File: config.mk
export PLATFORM = sky130hd
export DESIGN_NAME = enc_layer_sequencer
export DESIGN_NICKNAME = d
export VERILOG_FILES = /design/src/rtl/enc_layer_sequencer.sv
export SDC_FILE = /design/constraint.sdc
export NUM_CORES = 1
export LEC_CHECK = 0
export ABC_AREA = 1
export CORE_UTILIZATION = 44
export CTS_CLUSTER_SIZE = 12
export DETAILED_ROUTE_END_ITERATION = 12
export PLACE_DENSITY = 0.85
export SLEW_MARGIN = 20
export SYNTH_ARGS = -nofsm -noshare
export SYNTH_HDL_FRONTEND = slang
export SYNTH_SLANG_ARGS = --single-unit
File: constraint.sdc
create_clock -name clk -period 1.8 [get_ports clk]
set_input_delay 0.36 -clock clk [delete_from_list [all_inputs] [get_ports clk]]
set_output_delay 0.36 -clock clk [all_outputs]
set_load 0.005 [all_outputs]
File: src/rtl/enc_layer_sequencer.sv
// Sequences a BATCH-lane dense-layer MAC datapath over all OUT_SIZE neurons,
// one lane group at a time: bias load, IN_SIZE MAC steps, store.
//
// state | meaning
// ------+-----------------------------------------------------------
// IDLE  | waiting for start
// BIAS  | preload accumulators of current group with bias
// MAC   | accumulate x[in_idx]*w, in_idx = 0..IN_SIZE-1
// STORE | write accumulators of current group to y
// DONE  | one-cycle done pulse, then back to IDLE
module enc_layer_sequencer #(
    parameter int IN_SIZE  = 4,
    parameter int OUT_SIZE = 92,
    parameter int BATCH    = 32,
    localparam int NGRP    = (OUT_SIZE + BATCH - 1) / BATCH,
    localparam int IDX_W   = (IN_SIZE > 1) ? $clog2(IN_SIZE) : 1,
    localparam int GRP_W   = (NGRP > 1) ? $clog2(NGRP) : 1,
    localparam int OB_W    = $clog2(OUT_SIZE) + 1
) (
    input  logic             clk,
    input  logic             reset,
    input  logic             start,
    input  logic             stall,
    output logic             busy,
    output logic             done,
    output logic             bias_en,
    output logic             acc_en,
    output logic             store_en,
    output logic [IDX_W-1:0] in_idx,
    output logic [GRP_W-1:0] grp_idx,
    output logic [OB_W-1:0]  out_base,
    output logic [BATCH-1:0] lane_mask
);

    typedef enum logic [2:0] {
        S_IDLE,
        S_BIAS,
        S_MAC,
        S_STORE,
        S_DONE
    } state_t;

    state_t state;

    function automatic logic [BATCH-1:0] mask_for(input int g);
        logic [BATCH-1:0] m;
        m = '0;
        for (int l = 0; l < BATCH; l++) begin
            if (g * BATCH + l < OUT_SIZE) m[l] = 1'b1;
        end
        return m;
    endfunction

    function automatic logic [OB_W-1:0] base_for(input int g);
        return OB_W'(g * BATCH);
    endfunction

    // A raised strobe means the current step completed this cycle; a low strobe
    // while in an active state means the step is still pending (stalled).
    always_ff @(posedge clk or negedge reset) begin
        if (!reset) begin
            state     <= S_IDLE;
            busy      <= 1'b0;
            done      <= 1'b0;
            bias_en   <= 1'b0;
            acc_en    <= 1'b0;
            store_en  <= 1'b0;
            in_idx    <= '0;
            grp_idx   <= '0;
            out_base  <= '0;
            lane_mask <= '0;
        end else begin
            bias_en  <= 1'b0;
            acc_en   <= 1'b0;
            store_en <= 1'b0;
            done     <= 1'b0;
            case (state)
                S_IDLE: begin
                    if (start) begin
                        state     <= S_BIAS;
                        busy      <= 1'b1;
                        in_idx    <= '0;
                        grp_idx   <= '0;
                        out_base  <= base_for(0);
                        lane_mask <= mask_for(0);
                        bias_en   <= !stall;
                    end
                end
                S_BIAS: begin
                    if (bias_en) begin
                        state  <= S_MAC;
                        in_idx <= '0;
                        acc_en <= !stall;
                    end else begin
                        bias_en <= !stall;
                    end
                end
                S_MAC: begin
                    if (acc_en) begin
                        if (in_idx == IDX_W'(IN_SIZE - 1)) begin
                            state    <= S_STORE;
                            store_en <= !stall;
                        end else begin
                            in_idx <= in_idx + IDX_W'(1);
                            acc_en <= !stall;
                        end
                    end else begin
                        acc_en <= !stall;
                    end
                end
                S_STORE: begin
                    if (store_en) begin
                        if (grp_idx == GRP_W'(NGRP - 1)) begin
                            state     <= S_DONE;
                            busy      <= 1'b0;
                            done      <= 1'b1;
                            in_idx    <= '0;
                            grp_idx   <= '0;
                            out_base  <= '0;
                            lane_mask <= '0;
                        end else begin
                            state     <= S_BIAS;
                            in_idx    <= '0;
                            grp_idx   <= grp_idx + GRP_W'(1);
                            out_base  <= base_for(int'(grp_idx) + 1);
                            lane_mask <= mask_for(int'(grp_idx) + 1);
                            bias_en   <= !stall;
                        end
                    end else begin
                        store_en <= !stall;
                    end
                end
                S_DONE: begin
                    state <= S_IDLE;
                end
                default: begin
                    state <= S_IDLE;
                    busy  <= 1'b0;
                end
            endcase
        end
    end

endmodule
=== Yosys cells after proc, flatten, opt, wreduce, memory -nomap -nowiden ===
Cells that the tools add are included.

* Bits of input ports: 4
* Flip-flop bits (word level): 52

* Mux-type cells: 76
* Add/sub/neg operators: 34
* Eq/ne operators: 13
* $lt $le $gt $ge: 32
* Bitwise operators: 1
* Reduce and logical (&&, ||, !) cells: 9

{| class="wikitable"
|+ Operator list
! kind !! count
|-
| $lt 9x7->1 const B || 31
|-
| $add 8x5->9 const B || 16
|-
| $mux 32 || 3
|-
| $add 8x4->9 const B || 8
|-
| $pmux 32 s2 || 1
|-
| $mux 1 || 48
|-
| $add 8x3->9 const B || 4
|-
| $mux 8 || 3
|-
| $add 8x2->9 const B || 2
|-
| $mux 3 || 6
|-
| $pmux 8 s2 || 1
|-
| $mux 2 || 7
|-
| $ne 2x2->1 const B || 7
|-
| $pmux 3 s4 || 1
|-
| $add 8x1->9 const B || 1
|-
| $lt 8x7->1 const B || 1
|-
| $pmux 2 s4 || 1
|-
| $eq 3x2->1 const B || 2
|-
| $pmux 1 s3 || 2
|-
| $reduce_and 6->1 || 1
|-
| $reduce_and 5->1 || 1
|-
| $add 2x1->2 const B || 2
|-
| $eq 2x2->1 const B || 2
|-
| $pmux 1 s2 || 2
|-
| 12 further kinds || 12
|}

=== Depth between registers and ports, before layout ===
Gate-level depths: netlist (run 1).

* Depth after elaboration: 7
* Depth in mapped cells: 9

=== Least setup slack after synthesis (run 1) ===
OpenSTA, ideal clock, no wires.

* Path kind: reg-to-output
* Start: reg, netlist name lane_mask[0]
* End: out lane_mask[10]
* Arrival: 958 ps
* Path slack: 482 ps
* Path buffers: 1
* Cell stages (with the launch flop): 2
* Cell sequence: dfrtp_1 buf_4

{| class="wikitable"
|+ RTL lines
! element !! RTL line !! source
|-
| end: declaration || 32 || <nowiki>output logic [BATCH-1:0] lane_mask</nowiki>
|}

==> results.sh, run 1 <==
export IMPL_comb_power_share_pct=63.0
export IMPL_power_frac_seq_pct=27.6
export IMPL_p_per_area_nw_per_um2=1530
export IMPL_yosysWarningCount=0
export IMPL_hold_viol_final=0
export IMPL_fin_ws_ns=0.0612
export IMPL_cts_buffers_inserted=3
export IMPL_num_io_pins=53
export IMPL_drt_initial_drc_count=23
export IMPL_finalCriticalPeriod_ns=1.74
export IMPL_die_w_um=52.4
export IMPL_async_flop_share_pct=100
export IMPL_timing_rr_end="lane_mask[0]"
export IMPL_cts_hold_buf=0
export IMPL_core_area_um2=2300
export IMPL_r2r_cells=5
export IMPL_drt_pass1_iter_count=4
export IMPL_final_nets=162
export IMPL_grt_util_all_layers_pct=16.5
export IMPL_setup_viol=0
export IMPL_drt_wirelength_per_cell_um=11.4
export IMPL_hp_class="in2async"
export IMPL_rsz0062_at_grt="no"
export IMPL_final_cell_count_no_fill=184
export IMPL_synth_avg_cell_area_um2=8.16
export IMPL_placed_area_um2=1370
export IMPL_ys_types=26
export IMPL_startpoint_type="register"
export IMPL_post_route_util_pct=61.4
export IMPL_power_leakage_nw=0.653
export IMPL_routed_wl_um=2100
export IMPL_floorplan_initialDensity_pct=48.7
export IMPL_crit_arrival_ns=1.38
export IMPL_period_share_pct=96.6
export IMPL_ys_seq_area_share_pct=33.6
export IMPL_vias=902
export IMPL_synth_edff_count=0
export IMPL_status="completed"
export IMPL_finalSetupTns_ns=0
export IMPL_synth_flop_cell="dfrtp_1"
export IMPL_fill_cells=190
export IMPL_fin_worst_skew_ns=0.00134
export IMPL_diodes=0
export IMPL_cts_sinks=15
export IMPL_clk_latency_ns=0.29
export IMPL_path_class="reg2out"
export IMPL_antenna_found_initial=0
export IMPL_numPortBuffers=47
export IMPL_clockPowerShare_pct=9.4
export IMPL_power_internal_mw=1.27
export IMPL_maxCapViolations=0
export IMPL_drc_errors=0
export IMPL_dieHeight_um=52.4
export IMPL_synth_seq_cells=15
export IMPL_rows=17
export IMPL_whs_ns=0.374
export IMPL_critPathMaxFanout=28
export IMPL_synth_area_um2=1120
export IMPL_die_area_um2=2750
export IMPL_grt_pass1_vias=753
export IMPL_postRouteAntennaNets=0
export IMPL_total_power_mw=2.16
export IMPL_peakVddDrop_mv=0.917
export IMPL_post_cts_buffers=0
export IMPL_gp_congestion=0.864
export IMPL_clock_fmax_ghz=0.575
export IMPL_sw_frac_of_total_pct=41.3
export IMPL_htree_num_levels=1
export IMPL_path_clk_slew_ns=0.09
export IMPL_layout_drive_gt1_share_pct=15.4
export IMPL_dp_hpwl_um=1620
export IMPL_grt_overflow_total=0
export IMPL_viasPerCell=4.90
export IMPL_cts_root_buf="clkbuf_4"
export IMPL_area_growth_pct=26.1
export IMPL_endpoint_kind="primary output"
export IMPL_switchingPower_uw=892
export IMPL_grt_pass1_wl_um=3350
export IMPL_cp_required_ns=1.44
export IMPL_dp_slack_ns=0.293
export IMPL_place_inst=180
export IMPL_grt_max_degree=29
export IMPL_synth_cells=137
export IMPL_fin_area_um2=1410
export IMPL_drv_slew=0
export IMPL_cts_path_max_buffers=2
export IMPL_reg2reg_setup_slack_ns=0.40
export IMPL_r2r_start="state[1]"
export IMPL_cts_tree="built"
## worst max-delay path, cell delays in order, from the launching register on
cell	delay (ns)
dfrtp_1	0.40
buf_12	0.17
clkdlybuf4s50_1	0.51
## flip-flops by register name (all words and copies together), names as in the netlist
register	flops
state	3
in_idx	2
lane_mask	2
out_base	2
acc_en	1
bias_en	1
busy	1
done	1
grp_idx	1
store_en	1
## final cells by class
type | count | area (um2) | share of cell area [%]
timing repair buffer | 49 | 498 | 35.3
tap | 28 | 35.0 | 2.48
inverter | 10 | 37.5 | 2.66
sequential | 15 | 375 | 26.6
clock buffer | 4 | 26.3 | 1.86
multi-input combinational | 78 | 438 | 31.1
## cells in the final DEF, fill, tap and decap left out, drive strengths merged, types with 2 or more instances in the layout
cell type / n
a21oi: 6
buf: 2
clkbuf: 4
clkdlybuf4s50: 47
conb: 5
dfrtp: 15
inv: 10
nand2: 28
nand3: 11
nand4: 2
nor2: 16
o21ai: 3
## cell usage after synthesis (2+ instances only)
master | count | area (um2)
a21oi_1 | 6 | 30.0
buf_4 | 37 | 278
dfrtp_1 | 15 | 375
inv_1 | 7 | 26.3
inv_2 | 3 | 11.3
nand2_1 | 22 | 82.6
nand2_2 | 2 | 12.5
nand2_4 | 4 | 45.0
nand3_1 | 7 | 35.0
nand3_2 | 4 | 40.0
nand4_1 | 2 | 12.5
nor2_1 | 11 | 41.3
nor2_2 | 3 | 18.8
o21ai_0 | 2 | 10.0
## worst max-delay path by stage
stage / startpoint / endpoint / slack, ns
2_1_floorplan: lane_mask[0] / lane_mask[10] / 0.48
3_5_place_dp: start / in_idx[0] / 0.29
4_1_cts: lane_mask[0] / lane_mask[0] / 0.03
3_3_place_gp: start / in_idx[0] / 0.33
5_1_grt: lane_mask[0] / lane_mask[0] / 0.02
6_report: lane_mask[0] / lane_mask[24] / 0.06
## timing repair
item | CTS | global route
endpoints found under the setup margin | 28 | 16
gates resized for setup | 1 | 2
endpoints found under the hold margin | 0 | 0
gates cloned | 0 | 0
pin swaps | 0 | 0
## power by group through the flow
stage	combinational [mW]	sequential [mW]	clock, mW
after CTS	1.35	0.592	0.202
final	1.36	0.596	0.202
after global placement	1.30	0.588	0
after global routing	1.51	0.617	0.211
after detailed placement	1.34	0.595	0
after floorplan	0.948	0.584	0
## cell families (layout without fill, tap and decap cells)
logic type	count (synthesis)	count (layout)	synth area share, %
simple gates	60	60	30.2
other cells	1	5	0.335
flops	15	15	33.6
fa+ha+maj	1	1	1.12
buf+inv	48	63	28.6
compound gates	12	12	6.15
## metal layers
layer,global-route usage (%),share of wire [%]
met5,0,0
met2,27.6,48
met3,1.74,6.8
met4,6.58,1.6
met1,21.4,43
No activity file was read; power rests on OpenSTA's default activity.
==> run 2, diff against run 1 <==
- SKIP_LAST_GASP: not set -> 1
- clock period: 1.8 -> 2.12 ns (I/O delays scaled with it)
==> results.sh, run 2 (synthesis results as in run 1) <==
export IMPL_status="completed"
export IMPL_grt_util_all_layers_pct=17.4
export IMPL_worst_path_buf_inv=2
export IMPL_cts_hold_buf=0
export IMPL_dp_hpwl_um=1580
export IMPL_viasPerCell=4.83
export IMPL_cts_buffers_inserted=3
export IMPL_largest_register_ffs=3
export IMPL_cts_path_max_buffers=2
export IMPL_hp_class="reg2reg"
export IMPL_startpoint_type="register"
export IMPL_cts_sinks=15
export IMPL_area_growth_pct=24.4
export IMPL_post_route_util_pct=60.6
export IMPL_htree_num_levels=1
export IMPL_multi_input_area_um2=438
export IMPL_p_per_area_nw_per_um2=1300
export IMPL_sw_frac_of_total_pct=41.6
export IMPL_die_area_um2=2750
export IMPL_period_share_pct=88.2
export IMPL_gp_congestion=0.858
export IMPL_grt_max_degree=29
export IMPL_vias=884
export IMPL_crit_chain="buf_4 -> clkdlybuf4s50_1"
export IMPL_finalCriticalPeriod_ns=1.87
export IMPL_comb_power_share_pct=62.7
export IMPL_critPathMaxFanout=28
export IMPL_rsz0062_at_grt="no"
export IMPL_num_io_pins=53
export IMPL_antenna_found_initial=0
export IMPL_die_w_um=52.4
export IMPL_drc_errors=0
export IMPL_cts_root_buf="clkbuf_4"
export IMPL_cts_tree="built"
export IMPL_fin_worst_skew_ns=0.00523
export IMPL_crit_family="buffers and inverters"
export IMPL_final_cell_mix="clkdlybuf4s50_1, nand2_1, dfrtp_1"
export IMPL_switchingPower_uw=749
export IMPL_power_leakage_nw=0.645
export IMPL_post_cts_buffers=0
export IMPL_maxCapViolations=0
export IMPL_cp_required_ns=1.70
export IMPL_slowest_stage="clkdlybuf4s50_1"
export IMPL_final_nets=161
export IMPL_drt_initial_drc_count=13
export IMPL_hold_viol_final=0
export IMPL_peakVddDrop_mv=0.812
export IMPL_path_class="reg2out"
export IMPL_postRouteAntennaNets=0
export IMPL_reg2reg_setup_slack_ns=0.74
export IMPL_drv_slew=0
export IMPL_floorplan_initialDensity_pct=48.7
export IMPL_placed_area_um2=1360
export IMPL_routed_wl_um=2030
export IMPL_endpoint_kind="primary output"
export IMPL_total_power_mw=1.80
export IMPL_ctsResizeCount=0
export IMPL_diodes=0
export IMPL_crit_arrival_ns=1.45
export IMPL_largest_register="state"
export IMPL_clk_latency_ns=0.30
export IMPL_rows=17
export IMPL_finalSetupTns_ns=0
export IMPL_drt_wirelength_per_cell_um=11.1
export IMPL_grt_overflow_total=0
export IMPL_layout_drive_gt1_share_pct=15.5
export IMPL_clockPowerShare_pct=9.5
export IMPL_drt_pass1_iter_count=4
export IMPL_dieHeight_um=52.4
export IMPL_grt_pass1_vias=812
export IMPL_core_area_um2=2300
export IMPL_slew_headroom_pct=54.9
export IMPL_layout_commonest_cell="clkdlybuf4s50_1"
export IMPL_grt_pass1_wl_um=3440
export IMPL_power_internal_mw=1.05
export IMPL_seq_area_um2=375
export IMPL_fin_area_um2=1390
export IMPL_max_stage_delay_ns=0.55
export IMPL_power_frac_seq_pct=27.8
export IMPL_path_clk_slew_ns=0.09
export IMPL_clock_fmax_ghz=0.535
export IMPL_fill_cells=198
export IMPL_worst_pin_slew_ns=0.675
export IMPL_numPortBuffers=47
export IMPL_setup_viol=0
-- run 2: cell count changes in the layout (fill, tap and decap cells not counted) --
cell	before	now
clkbuf_1	1	0
buf_12	1	0
clkinv_2	0	1
-- run 2: layer usage --
layer	track usage [%]	wire, um
met1	19.8	890
met2	29.5	937
met3	2.03	141
met4	12.7	63
met5	0	0
-- run 2: power groups by stage --
stage          sequential [mW]  combinational, mW  clock [mW]
2_1_floorplan            0.496              0.805           0
3_3_place_gp             0.500               1.10           0
3_5_place_dp             0.507               1.13           0
4_1_cts                  0.500               1.14       0.177
5_1_grt                  0.518               1.26       0.194
6_report                 0.501               1.13       0.171
-- run 2: layout make-up --
type | instances | share of cell area (%)
Timing Repair Buffer | 48 | 34.4
Clock buffer | 3 | 1.62
Clock inverter | 1 | 0.360
Sequential cell | 15 | 27.0
Inverter | 10 | 2.70
Tap cell | 28 | 2.52
Multi-Input combinational cell | 78 | 31.5
-- run 2: worst paths after layout --
check,from,end,cells past startpoint
setup / recovery,lane_mask[0],lane_mask[23],2
hold / removal,busy,busy,2
setup reg to reg,state[1],lane_mask[0],5
hold reg to reg,busy,busy,2
max in group asynchronous,reset,in_idx[1],1
min in group asynchronous,reset,store_en,1
-- run 2: worst register-to-register path, stage by stage (launching register included) --
cell and delay, ns:
dfrtp_1 0.52, nor2_1 0.25, nand3_2 0.17, nand2_4 0.14
nand3_2 0.09, o21a_1 0.12
-- run 2: stage by stage --
| stage | hold WS [ns] | worst slack, ns | std cells |
|---|---|---|---|
| floorplan | 0.128 | 0.738 | 141 |
| global route | 0.546 | 0.126 | 183 |
| detailed placement | 0.472 | 0.550 | 179 |
| global placement | 0.462 | 0.591 | 179 |
| CTS | 0.498 | 0.218 | 183 |
| finish | 0.496 | 0.250 | 183 |
